`config.mk`:
```
export PLATFORM = sky130hd
export DESIGN_NAME = mem_dump_tx
export DESIGN_NICKNAME = d
export VERILOG_FILES = /design/src/rtl/mem_dump_tx_pkg.sv /design/src/rtl/mem_dump_tx_uart_tx.sv /design/src/rtl/mem_dump_tx.sv
export SDC_FILE = /design/constraint.sdc
export NUM_CORES = 1
export LEC_CHECK = 0
export CAP_MARGIN = 25
export CORE_ASPECT_RATIO = 0.75
export CORE_UTILIZATION = 54
export DETAILED_ROUTE_END_ITERATION = 12
export PLACE_DENSITY = 0.89
export SLEW_MARGIN = 10
export SYNTH_ARGS = -nofsm -noshare
export SYNTH_HDL_FRONTEND = slang
export SYNTH_SLANG_ARGS = --single-unit
```
`constraint.sdc`:
```
create_clock -name clk -period 2.3 [get_ports clk]
set_input_delay 0.575 -clock clk [delete_from_list [all_inputs] [get_ports clk]]
set_output_delay 0.575 -clock clk [all_outputs]
set_load 0.02 [all_outputs]
```
`src/rtl/mem_dump_tx_pkg.sv`:
```
// Shared definitions for the SRAM-to-UART dump block: FSM encoding,
// header byte, UART frame length and a byte-lane selector.
package mem_dump_tx_pkg;

  typedef enum logic [2:0] {
    ST_IDLE   = 3'd0,
    ST_HEADER = 3'd1,
    ST_FETCH  = 3'd2,
    ST_WAIT   = 3'd3,
    ST_SEND   = 3'd4,
    ST_FINISH = 3'd5
  } dump_state_e;

  localparam logic [7:0]  HDR_BYTE   = 8'h53;
  localparam int unsigned FRAME_BITS = 32'd10;

  // Byte lane of a 32-bit word, lane 0 = bits [7:0]
  function automatic logic [7:0] byte_sel(input logic [31:0] word, input logic [1:0] idx);
    logic [7:0] b;
    case (idx)
      2'd0:    b = word[7:0];
      2'd1:    b = word[15:8];
      2'd2:    b = word[23:16];
      2'd3:    b = word[31:24];
      default: b = 8'h00;
    endcase
    return b;
  endfunction

endpackage

```
`src/rtl/mem_dump_tx_uart_tx.sv`:
```
// 8N1 byte serializer. tx_busy falls in the final stop-bit cycle so a
// byte offered then starts on the very next cycle, giving gapless frames.
module uart_tx
  import mem_dump_tx_pkg::*;
#(
  parameter int CLKS_PER_BIT = 434
) (
  input  logic       clk,
  input  logic       RST,
  input  logic       tx_start,
  input  logic [7:0] tx_data,
  output logic       tx_busy,
  output logic       tx_pin
);

  localparam int BW = (CLKS_PER_BIT > 1) ? $clog2(CLKS_PER_BIT) : 1;

  logic          active_r;
  logic [BW-1:0] baud_r;
  logic [3:0]    bit_r;
  logic [7:0]    data_r;
  logic          pin_r;
  logic          bit_end_s;
  logic          frame_end_s;
  logic          busy_s;
  logic          accept_s;

  // Decode end of bit / end of frame and the accept condition
  always_comb begin
    bit_end_s   = (baud_r == BW'(CLKS_PER_BIT - 1));
    frame_end_s = active_r && bit_end_s && (bit_r == 4'(FRAME_BITS - 32'd1));
    busy_s      = active_r && !frame_end_s;
    accept_s    = tx_start && !busy_s;
  end

  // Baud/bit counters and the registered line driver
  always_ff @(posedge clk) begin
    if (RST) begin
      active_r <= 1'b0;
      baud_r   <= '0;
      bit_r    <= 4'd0;
      data_r   <= 8'h00;
      pin_r    <= 1'b1;
    end else if (accept_s) begin
      active_r <= 1'b1;
      baud_r   <= '0;
      bit_r    <= 4'd0;
      data_r   <= tx_data;
      pin_r    <= 1'b0;
    end else if (active_r) begin
      if (bit_end_s) begin
        baud_r <= '0;
        if (bit_r == 4'(FRAME_BITS - 32'd1)) begin
          active_r <= 1'b0;
          bit_r    <= 4'd0;
          pin_r    <= 1'b1;
        end else begin
          bit_r <= bit_r + 4'd1;
          pin_r <= (bit_r == 4'(FRAME_BITS - 32'd2)) ? 1'b1 : data_r[bit_r[2:0]];
        end
      end else begin
        baud_r <= baud_r + BW'(1);
      end
    end
  end

  assign tx_busy = busy_s;
  assign tx_pin  = pin_r;

endmodule

```
`src/rtl/mem_dump_tx.sv`:
```
// Streams a header byte followed by every SRAM word (LSB byte first) out of
// a UART, one word fetched per four bytes sent.
module mem_dump_tx
  import mem_dump_tx_pkg::*;
#(
  parameter int BITS         = 32,
  parameter int DEPTH        = 1024,
  parameter int CLKS_PER_BIT = 434
) (
  input  logic                     clk,
  input  logic                     RST,
  input  logic                     start,
  output logic                     busy,
  output logic                     done,
  output logic                     sram_rd_en,
  output logic [$clog2(DEPTH)-1:0] sram_addr,
  input  logic [BITS-1:0]          sram_data,
  output logic                     uart_tx_pin
);

  localparam int AW = $clog2(DEPTH);

  dump_state_e state_r;
  dump_state_e next_state_s;
  logic [AW-1:0] word_idx_r;
  logic [1:0]    byte_idx_r;
  logic [31:0]   word_r;
  logic          busy_r;
  logic          done_r;
  logic          rd_en_r;
  logic          tx_start_s;
  logic [7:0]    tx_data_s;
  logic          tx_busy_s;
  logic          last_word_s;

  // Next-state and serializer request decode
  always_comb begin
    next_state_s = state_r;
    tx_start_s   = 1'b0;
    tx_data_s    = 8'h00;
    last_word_s  = (word_idx_r == AW'(DEPTH - 1));
    case (state_r)
      ST_IDLE: begin
        // done_r marks the completion cycle, in which start is still ignored
        if (start && !done_r) begin
          next_state_s = ST_HEADER;
        end else begin
          next_state_s = ST_IDLE;
        end
      end
      ST_HEADER: begin
        tx_data_s = HDR_BYTE;
        if (!tx_busy_s) begin
          tx_start_s   = 1'b1;
          next_state_s = ST_FETCH;
        end else begin
          next_state_s = ST_HEADER;
        end
      end
      ST_FETCH: next_state_s = ST_WAIT;
      ST_WAIT:  next_state_s = ST_SEND;
      ST_SEND: begin
        tx_data_s = byte_sel(word_r, byte_idx_r);
        if (!tx_busy_s) begin
          tx_start_s = 1'b1;
          if (byte_idx_r == 2'd3) begin
            next_state_s = last_word_s ? ST_FINISH : ST_FETCH;
          end else begin
            next_state_s = ST_SEND;
          end
        end else begin
          next_state_s = ST_SEND;
        end
      end
      ST_FINISH: begin
        if (!tx_busy_s) begin
          next_state_s = ST_IDLE;
        end else begin
          next_state_s = ST_FINISH;
        end
      end
      default: next_state_s = ST_IDLE;
    endcase
  end

  // State register, word/byte indices and registered outputs
  always_ff @(posedge clk) begin
    if (RST) begin
      state_r    <= ST_IDLE;
      word_idx_r <= '0;
      byte_idx_r <= 2'd0;
      word_r     <= 32'h0000_0000;
      busy_r     <= 1'b0;
      done_r     <= 1'b0;
      rd_en_r    <= 1'b0;
    end else begin
      state_r <= next_state_s;
      busy_r  <= (next_state_s != ST_IDLE);
      done_r  <= (state_r == ST_FINISH) && (next_state_s == ST_IDLE);
      rd_en_r <= (next_state_s == ST_FETCH);
      if (next_state_s == ST_IDLE) begin
        word_idx_r <= '0;
      end else if ((state_r == ST_SEND) && tx_start_s && (byte_idx_r == 2'd3) && !last_word_s) begin
        word_idx_r <= word_idx_r + AW'(1);
      end
      if (state_r == ST_WAIT) begin
        word_r     <= sram_data[31:0];
        byte_idx_r <= 2'd0;
      end else if ((state_r == ST_SEND) && tx_start_s) begin
        byte_idx_r <= byte_idx_r + 2'd1;
      end
    end
  end

  uart_tx #(
    .CLKS_PER_BIT(CLKS_PER_BIT)
  ) u_uart_tx (
    .clk     (clk),
    .RST     (RST),
    .tx_start(tx_start_s),
    .tx_data (tx_data_s),
    .tx_busy (tx_busy_s),
    .tx_pin  (uart_tx_pin)
  );

  assign busy       = busy_r;
  assign done       = done_r;
  assign sram_rd_en = rd_en_r;
  assign sram_addr  = word_idx_r;

endmodule

```
==> Implementation_results.wiki, run 1 <==
{| class="wikitable"
! Metric !! Value
|-
| Ratio of total power to cell area || 666 mW/mm^2
|-
| Number of unique standard cell types used by synthesis || 46
|-
| Worst Setup EP || u_uart_tx.baud_r[1]$_SDFFE_PP0P_
|-
| Vias in the first global route || 2690
|-
| Maximum frequency from static timing analysis || 475 MHz
|-
| N_diodes || 0
|-
| Highest-delay cell along the critical path || sky130_fd_sc_hd__a21oi_1
|-
| Relative slew slack || 66.6%
|-
| R2R depth || 7
|-
| Final-layout setup total negative slack || 0 ps
|-
| Delay of the slowest critical-path stage || 430 ps
|-
| Clock buffers created by TritonCTS || 9
|-
| Ratio of cells with drive above 1 in the final layout || 7.75%
|-
| Post-DP HPWL || 5140 microns
|-
| Final routed wire length divided by cell count || 14.3 microns
|-
| #FFs+latches synth || 73
|-
| Pin count of the biggest net entering global routing || 35
|-
| Die Ht || 69.2 microns
|-
| DRC violation count after routing || 0
|-
| Critical path capture point type || register
|-
| Worst supply voltage drop on vdd || 0.285 mV
|-
| Chip Width || 91.6 microns
|-
| Required time of the worst setup path || 2550 ps
|-
| Post-Route WL || 7200 microns
|-
| Capture point of the worst reg-to-reg path || u_uart_tx.baud_r[1]$_SDFFE_PP0P_
|-
| Number of buffers and inverters on the critical path || 1
|-
| CP startpoint kind || register
|-
| CTS HTree Levels || 3
|-
| Antenna violations before repair || 0
|-
| Later-pin clock latency in the skew report || 340 ps
|-
| Sink count of the clock tree || 73
|-
| Pre-Repair DR Iteration Count || 5
|-
| Multi-input gate area in the final layout || 0.00165 sq mm
|-
| Post-synthesis cell type with the largest combined area || sky130_fd_sc_hd__dfxtp_1
|-
| Peak fanout along the critical path || 10
|-
| Die area || 0.00634 sq mm
|-
| Number of DRC markers after the initial detailed-route iteration || 162
|-
| Total of buffers placed on input and output ports || 48
|-
| Final nets || 463
|-
| Final Hold Slack || 459 ps
|-
| Cells along the critical path || inv_1 > ha_1 > nand4b_2 > o31ai_4 > a21oi_1 > nand2_1 > a211oi_1
|-
| Number of hold buffers added after CTS || 0
|-
| Maximum root-to-sink buffer count || 2
|-
| Synthesis warning total || 0
|-
| Via density || 5.48
|-
| Filler Cell Count || 464
|-
| Area inside the core boundary || 0.00580 sq mm
|-
| IO Count || 49
|-
| Final setup viols || 0
|-
| RSZ-0062 raised after global routing || no
|-
| Status || complete, no violations
|-
| Worst setup skew after layout || 5.71 ps
|-
| Root Driver || sky130_fd_sc_hd__clkbuf_8
|-
| Core Rows || 24
|-
| Worst Path Class, Setup || reg -> reg
|-
| Cell family contributing the most delay on the critical path || compound AO/OA/AOI/OAI gates
|-
| Type of the tightest min-delay check || reg -> reg
|-
| Max-Cap Viols || 0
|-
| Number of setup buffers added after CTS || 0
|-
| Static Leak || 1.39 nW
|-
| Non-filler instance count after layout || 504
|-
| Share of the synthesized area in the top cell type || 44.9%
|-
| Top cells by area, synth || sky130_fd_sc_hd__dfxtp_1, sky130_fd_sc_hd__nand2_1, sky130_fd_sc_hd__a21oi_1, sky130_fd_sc_hd__nor2_1, sky130_fd_sc_hd__xor2_1
|-
| Sequential element share of the synthesized area || 44.9%
|-
| Leftover overflow at the end of global routing || 0
|-
| Beginning of the worst register-to-register path || u_uart_tx.baud_r[1]$_SDFFE_PP0P_
|-
| Clock edge transition at the registers on the reported setup and hold paths || 70 ps
|-
| Post-Syn Area per Cell || 8.56 sq um
|-
| CP startpoint || u_uart_tx.baud_r[1]$_SDFFE_PP0P_
|-
| Via count || 2762
|-
| Weighted congestion at the end of routability-driven global placement || 0.814
|-
| Reg-to-reg slack, setup || 190 ps
|-
| Antenna-violating nets left || 0
|-
| Post-Synthesis Cells || 380
|-
| Area growth, synth to finish || 22.6%
|-
| Wire length of the first global-routing pass || 12300 microns
|-
| Tightest Pin Transition || 500 ps
|-
| CP Depth || 7
|-
| Slew Viols, Final || 0
|-
| Synthesized net count || 422
|-
| Fraction of the cycle the final worst path needs || 91.5%
|-
| Post-Syn Area || 0.00325 sq mm
|-
| Time the final worst path needs with I/O delays and setup || 2110 ps
|-
| Hold Violations, Final || 0
|-
| Global-route usage over all layers || 24.7%
|-
| TritonCTS clock tree || yes
|-
| Initial standard-cell utilization of the core || 56.1%
|-
| Cell count after placement || 488
|-
| Crit path arrival time || 2360 ps
|-
| Storage element area || 0.00146 sq mm
|}
-- routing by layer --
layer  vias up  wire (microns)  track usage (%)
li1       1388               -                -
met1      1268            3190             30.8
met2        97            3450             40.5
met3         9             496             6.58
met4         0              57             10.2
met5         -               0                0
-- cell usage in the layout (no fill, tap or decap), types with 4 or more instances in the layout --
cell / n
sky130_fd_sc_hd__nor2b_1: 5
sky130_fd_sc_hd__ha_1: 7
sky130_fd_sc_hd__clkdlybuf4s50_1: 48
sky130_fd_sc_hd__a222oi_1: 8
sky130_fd_sc_hd__xnor2_1: 9
sky130_fd_sc_hd__nand3_1: 5
sky130_fd_sc_hd__mux2i_1: 5
sky130_fd_sc_hd__nor2_1: 33
sky130_fd_sc_hd__a21oi_1: 41
sky130_fd_sc_hd__inv_1: 11
sky130_fd_sc_hd__a22o_1: 4
sky130_fd_sc_hd__and4_1: 4
sky130_fd_sc_hd__o21ai_0: 8
sky130_fd_sc_hd__buf_4: 6
sky130_fd_sc_hd__nand4_1: 8
sky130_fd_sc_hd__dfxtp_1: 73
sky130_fd_sc_hd__xor2_1: 11
sky130_fd_sc_hd__nand2_1: 77
sky130_fd_sc_hd__and3_1: 5
sky130_fd_sc_hd__clkbuf_8: 12
-- cell type report --
| cell class | count | area share, % |
|---|---|---|
| well taps | 78 | 2.45 |
| repair buffers | 54 | 13.2 |
| inverters | 11 | 1.04 |
| clock inverters | 2 | 0.879 |
| multi-input cells | 272 | 41.5 |
| flip-flops and latches | 73 | 36.7 |
| clock buffers | 14 | 4.33 |
-- report_power, final --
part | internal [mW] | switching, mW
registers | 1.31 | 0.0401
clock network | 0.589 | 0.438
logic | 0.139 | 0.142
total | 2.03 | 0.621
-- Yosys cell counts (all sizes together) --
master	count
nand2b	3
or3	3
and4bb	1
nor3	3
buf	6
a21oi	42
and2	4
inv	11
nand2	78
nor2	34
clkbuf	18
nor3b	2
o311ai	2
ha	7
nand4	8
a31oi	1
dfxtp	73
or4	1
a22oi	1
o21a	1
nand4bb	3
and4	4
nand4b	1
nor2b	5
o31ai	1
o22ai	3
o21ai	8
o21bai	1
a22o	4
and3	5
o221ai	1
xor2	11
a222oi	8
xnor2	9
mux2i	5
nand3	5
mux4	2
a211oi	2
or2	2
a31o	1
-- registers in the layout, indices dropped and copies added (netlist names) --
register	flops
word_r	32
u_uart_tx.data_r	8
u_uart_tx.baud_r	9
state_r	3
u_uart_tx.active_r	1
done	1
u_uart_tx.bit_r	4
busy	1
sram_addr	10
sram_rd_en	1
byte_idx_r	2
u_uart_tx.tx_pin	1
-- cell families (layout without fill, tap and decap cells) --
group | after synthesis | count (layout) | share of synthesized area [%]
AND/OR/NAND/NOR | 162 | 162 | 24.3
flip-flops | 73 | 73 | 44.9
multiplexers | 7 | 7 | 2.92
buffers and inverters | 35 | 81 | 4.31
XOR/XNOR | 20 | 20 | 5.39
adder cells (fa/ha/maj) | 7 | 7 | 2.69
AO/OA/AOI/OAI | 76 | 76 | 15.5
-- how the worst min path moves through the flow --
stage | startpoint | endpoint | slack [ps] | cells past startpoint
6_report | word_r[27]$_SDFFE_PP0N_ | word_r[27]$_SDFFE_PP0N_ | 460 | 2
4_1_cts | word_r[27]$_SDFFE_PP0N_ | word_r[27]$_SDFFE_PP0N_ | 460 | 2
5_1_grt | word_r[27]$_SDFFE_PP0N_ | word_r[27]$_SDFFE_PP0N_ | 480 | 2
3_3_place_gp | word_r[25]$_SDFFE_PP0N_ | word_r[25]$_SDFFE_PP0N_ | 440 | 2
3_5_place_dp | word_r[27]$_SDFFE_PP0N_ | word_r[27]$_SDFFE_PP0N_ | 450 | 2
2_1_floorplan | word_r[24]$_SDFFE_PP0N_ | word_r[24]$_SDFFE_PP0N_ | 440 | 2
-- worst register-to-register path, stage by stage, from the launching register on --
cell and delay (ps):
sky130_fd_sc_hd__dfxtp_1 400, sky130_fd_sc_hd__inv_1 60, sky130_fd_sc_hd__ha_1 190, sky130_fd_sc_hd__nand4b_2 160
sky130_fd_sc_hd__o31ai_4 140, sky130_fd_sc_hd__a21oi_1 440, sky130_fd_sc_hd__nand2_1 320, sky130_fd_sc_hd__a211oi_1 310
-- per-stage QoR --
stage,total power [mW],setup slack (ps),utilization (%),area (sq um)
global placement,1.64,242,65.2,3780
finish,2.65,195,68.8,3990
detailed placement,1.65,129,65.2,3780
global route,2.77,3.48,68.8,3990
CTS,2.67,157,68.8,3990
floorplan,1.53,398,-,3250
-- repair_timing --
action / 4_1_cts / 5_1_grt
hold endpoints to repair: 0 / 0
endpoints found under the setup margin: 0 / 3
gates resized for setup: 0 / 1
No activity file was read; power rests on OpenSTA's default activity.
==> run 2, diff against run 1 <==
--- a/config.mk
+++ b/config.mk
@@ -8,6 +8,7 @@
 export CAP_MARGIN = 25
 export CORE_ASPECT_RATIO = 0.75
 export CORE_UTILIZATION = 54
+export CTS_CLUSTER_DIAMETER = 30
 export DETAILED_ROUTE_END_ITERATION = 12
 export PLACE_DENSITY = 0.89
 export SLEW_MARGIN = 10
==> results of run 2 <==
Same layout as run 1: the final DEF is identical, and so are final timing and power.
==> run 3, diff against run 2 <==
--- a/config.mk
+++ b/config.mk
@@ -11,6 +11,7 @@
 export CTS_CLUSTER_DIAMETER = 30
 export DETAILED_ROUTE_END_ITERATION = 12
 export PLACE_DENSITY = 0.89
+export REMOVE_ABC_BUFFERS = 1
 export SLEW_MARGIN = 10
 export SYNTH_ARGS = -nofsm -noshare
 export SYNTH_HDL_FRONTEND = slang
==> run 3 against run 2 <==
Core utilization increased by 1.4 points. Routed wire length shrank 3.3%. Non-clock buffer count rose by 3. Register-to-register slack about the same. Hold slack lost 2.5 ps. Die area is the same. Maximum frequency about the same. Total power increased by 11%. Clock power rose by 28%. Clock-buffer cell count down 5. Critical endpoint is now sram_addr[6]. Cell count grew 0.60%.
==> Implementation_results.wiki, run 3 (synthesis results as in run 1) <==
{| class="wikitable"
! Metric !! Value
|-
| Status || complete, no violations
|-
| Max-Cap Viols || 0 (unchanged)
|-
| Via count || 2756 (-0.22%)
|-
| Ratio of total power to cell area || 725 mW/mm^2 (+8.9%)
|-
| Source of the worst hold timing path || word_r[0]$_SDFFE_PP0N_
|-
| Final setup viols || 0 (unchanged)
|-
| Vias in the first global route || 2726 (+1.3%)
|-
| N_diodes || 0 (unchanged)
|-
| Highest-delay cell along the critical path || sky130_fd_sc_hd__clkdlybuf4s50_1
|-
| Cell family contributing the most delay on the critical path || buffers and inverters
|-
| Weighted congestion at the end of routability-driven global placement || 0.808 (-0.70%)
|-
| Total of buffers placed on input and output ports || 48 (unchanged)
|-
| Later-pin clock latency in the skew report || 360 ps (+20 ps)
|-
| Final routed wire length divided by cell count || 13.7 microns (-3.9%)
|-
| Sink count of the clock tree || 73 (unchanged)
|-
| Fraction of the cycle the final worst path needs || 91.5% (about the same)
|-
| Capture point of the worst reg-to-reg path || sram_addr[3]$_SDFFE_PP0P_
|-
| Highest-count cells in the layout ignoring fill and taps || sky130_fd_sc_hd__nand2_1, sky130_fd_sc_hd__dfxtp_1, sky130_fd_sc_hd__clkdlybuf4s50_1, sky130_fd_sc_hd__a21oi_1, sky130_fd_sc_hd__nor2_1
|-
| Number of setup buffers added after CTS || 0 (unchanged)
|-
| Wire length of the first global-routing pass || 12200 microns (-0.34%)
|-
| Chip Width || 91.6 microns (unchanged)
|-
| Commonest non-fill, non-tap cell in the layout || sky130_fd_sc_hd__nand2_1
|-
| Number of stages on the worst hold path || 2 (unchanged)
|-
| Antenna violations before repair || 0 (unchanged)
|-
| Reported net switching power || 0.670 mW (+7.9%)
|-
| Area growth, synth to finish || 25.1%
|-
| Number of resized instances in the post-cts repair step || 0 (unchanged)
|-
| Maximum root-to-sink buffer count || 2 (unchanged)
|-
| Peak fanout along the critical path || 8 (-2)
|-
| Clock buffers created by TritonCTS || 9 (unchanged)
|-
| Post-DP HPWL || 4820 microns (-6.1%)
|-
| Beginning of the worst register-to-register path || u_uart_tx.baud_r[0]$_SDFFE_PP0P_
|-
| Global-route usage over all layers || 24.3% (-0.44 points)
|-
| Final-layout setup total negative slack || 0 ps (unchanged)
|-
| Antenna-violating nets left || 0 (unchanged)
|-
| Cells along the critical path || clkdlybuf4s50_1
|-
| CTS HTree Levels || 3 (unchanged)
|-
| Tightest Pin Transition || 523 ps (+22.7 ps)
|-
| Initial standard-cell utilization of the core || 56.1% (unchanged)
|-
| Root Driver || sky130_fd_sc_hd__clkbuf_8
|-
| Slew Viols, Final || 0 (unchanged)
|-
| Pin count of the biggest net entering global routing || 35 (unchanged)
|-
| Required time of the worst setup path || 1730 ps (-820 ps)
|-
| Relative slew slack || 65.1% (-1.5 points)
|-
| Area inside the core boundary || 0.00580 sq mm (unchanged)
|-
| Critical path capture point type || output pin
|-
| Worst supply voltage drop on vdd || 0.419 mV (+47%)
|-
| Type of the tightest min-delay check || reg -> reg
|-
| Post-Route WL || 6960 microns (-3.3%)
|-
| Relative contribution of the clock network to total power || 44.6% (+5.9 points)
|-
| Post-Route Utilization || 70.2% (+1.4 points)
|-
| RSZ-0062 raised after global routing || no
|-
| Largest register FFs || 32 (unchanged)
|-
| Via density || 5.44 (-0.81%)
|-
| CP startpoint || sram_addr[6]$_SDFFE_PP0P_
|-
| Clock edge transition at the registers on the reported setup and hold paths || 80 ps (about the same)
|-
| Static Leak || 1.43 nW (+2.9%)
|-
| Number of DRC markers after the initial detailed-route iteration || 143 (-12%)
|-
| Leftover overflow at the end of global routing || 0 (unchanged)
|-
| Combinational share of power || 9.8% (-0.8 points)
|-
| Number of hold buffers added after CTS || 0 (unchanged)
|-
| Hold path endpoint || word_r[0]$_SDFFE_PP0N_
|-
| Delay of the slowest critical-path stage || 670 ps (+240 ps)
|-
| Int Power || 2.28 mW (+12%)
|-
| Worst setup skew after layout || 11.0 ps (+5.30 ps)
|-
| Die area || 0.00634 sq mm (unchanged)
|-
| Reg power frac || 45.6% (-5.1 points)
|-
| Final nets || 466 (+0.65%)
|-
| TritonCTS clock tree || yes
|-
| Hold Violations, Final || 0 (unchanged)
|-
| Reg-to-reg slack, setup || 190 ps (about the same)
|-
| Time the final worst path needs with I/O delays and setup || 2110 ps (-0.349 ps)
|-
| DRC violation count after routing || 0 (unchanged)
|-
| CP Depth || 1 (-6)
|-
| Share of total power consumed by net switching || 22.7% (-0.68 points)
|-
| Top register by number of flip-flops || word_r
|-
| Die Ht || 69.2 microns (unchanged)
|-
| Core Rows || 24 (unchanged)
|-
| R2R depth || 7 (unchanged)
|-
| Crit path arrival time || 1530 ps (-830 ps)
|-
| Number of buffers and inverters on the critical path || 1 (unchanged)
|-
| Maximum frequency from static timing analysis || 475 MHz (about the same)
|-
| Ratio of cells with drive above 1 in the final layout || 8.62% (+0.88 points)
|-
| Pre-Repair DR Iteration Count || 5 (unchanged)
|-
| Worst Path Class, Setup || reg -> out
|-
| CP startpoint kind || register
|-
| IO Count || 49 (unchanged)
|}
[run 3: per-stage QoR]
step	hold WS, ps	instances	setup WS, ps	total power, mW	area (sq um)
floorplan	430	356	79.9	1.51	3150
global placement	443	491	231	1.64	3800
detailed placement	447	491	159	1.66	3800
CTS	457	507	188	2.96	4070
global route	484	507	4.48	3.06	4070
finish	457	507	195	2.95	4070
[run 3: final cells by class]
class | count | area (sq um)
Tap cell | 78 | 97.6
Timing Repair Buffer | 57 | 548
Clock buffer | 9 | 124
Sequential cell | 73 | 1460
Clock inverter | 7 | 143
Multi-Input combinational cell | 272 | 1650
Inverter | 11 | 41.3
Fill cell | 430 | 1730
[run 3: worst max path at each step]
stage / to / slack [ps]
after global routing: sram_addr[4]$_SDFFE_PP0P_ / 4
after detailed placement: sram_addr[3]$_SDFFE_PP0P_ / 160
after CTS: sram_addr[2]$_SDFFE_PP0P_ / 190
after floorplan: sram_addr[0]$_SDFFE_PP0P_ / 80
final: sram_addr[6] / 190
after global placement: sram_addr[3]$_SDFFE_PP0P_ / 230
[run 3: tightest hold or removal path, cell delays in order, from the launching register on]
cell and delay, ps:
sky130_fd_sc_hd__dfxtp_1 310, sky130_fd_sc_hd__nand2_1 50, sky130_fd_sc_hd__a21oi_1 50
[run 3: layer usage]
metal	GRT usage, %	vias to the layer above	wire length, microns
li1	-	1398	-
met1	30.6	1282	3160
met2	39.3	61	3280
met3	6.03	15	386
met4	10.9	0	129
met5	0	-	0
[run 3: power by group through the flow]
stage	clock, mW	combinational, mW	sequential, mW
6_report	1.32	0.290	1.35
5_1_grt	1.39	0.318	1.35
4_1_cts	1.33	0.290	1.34
3_5_place_dp	0	0.287	1.37
3_3_place_gp	0	0.275	1.37
2_1_floorplan	0	0.142	1.37
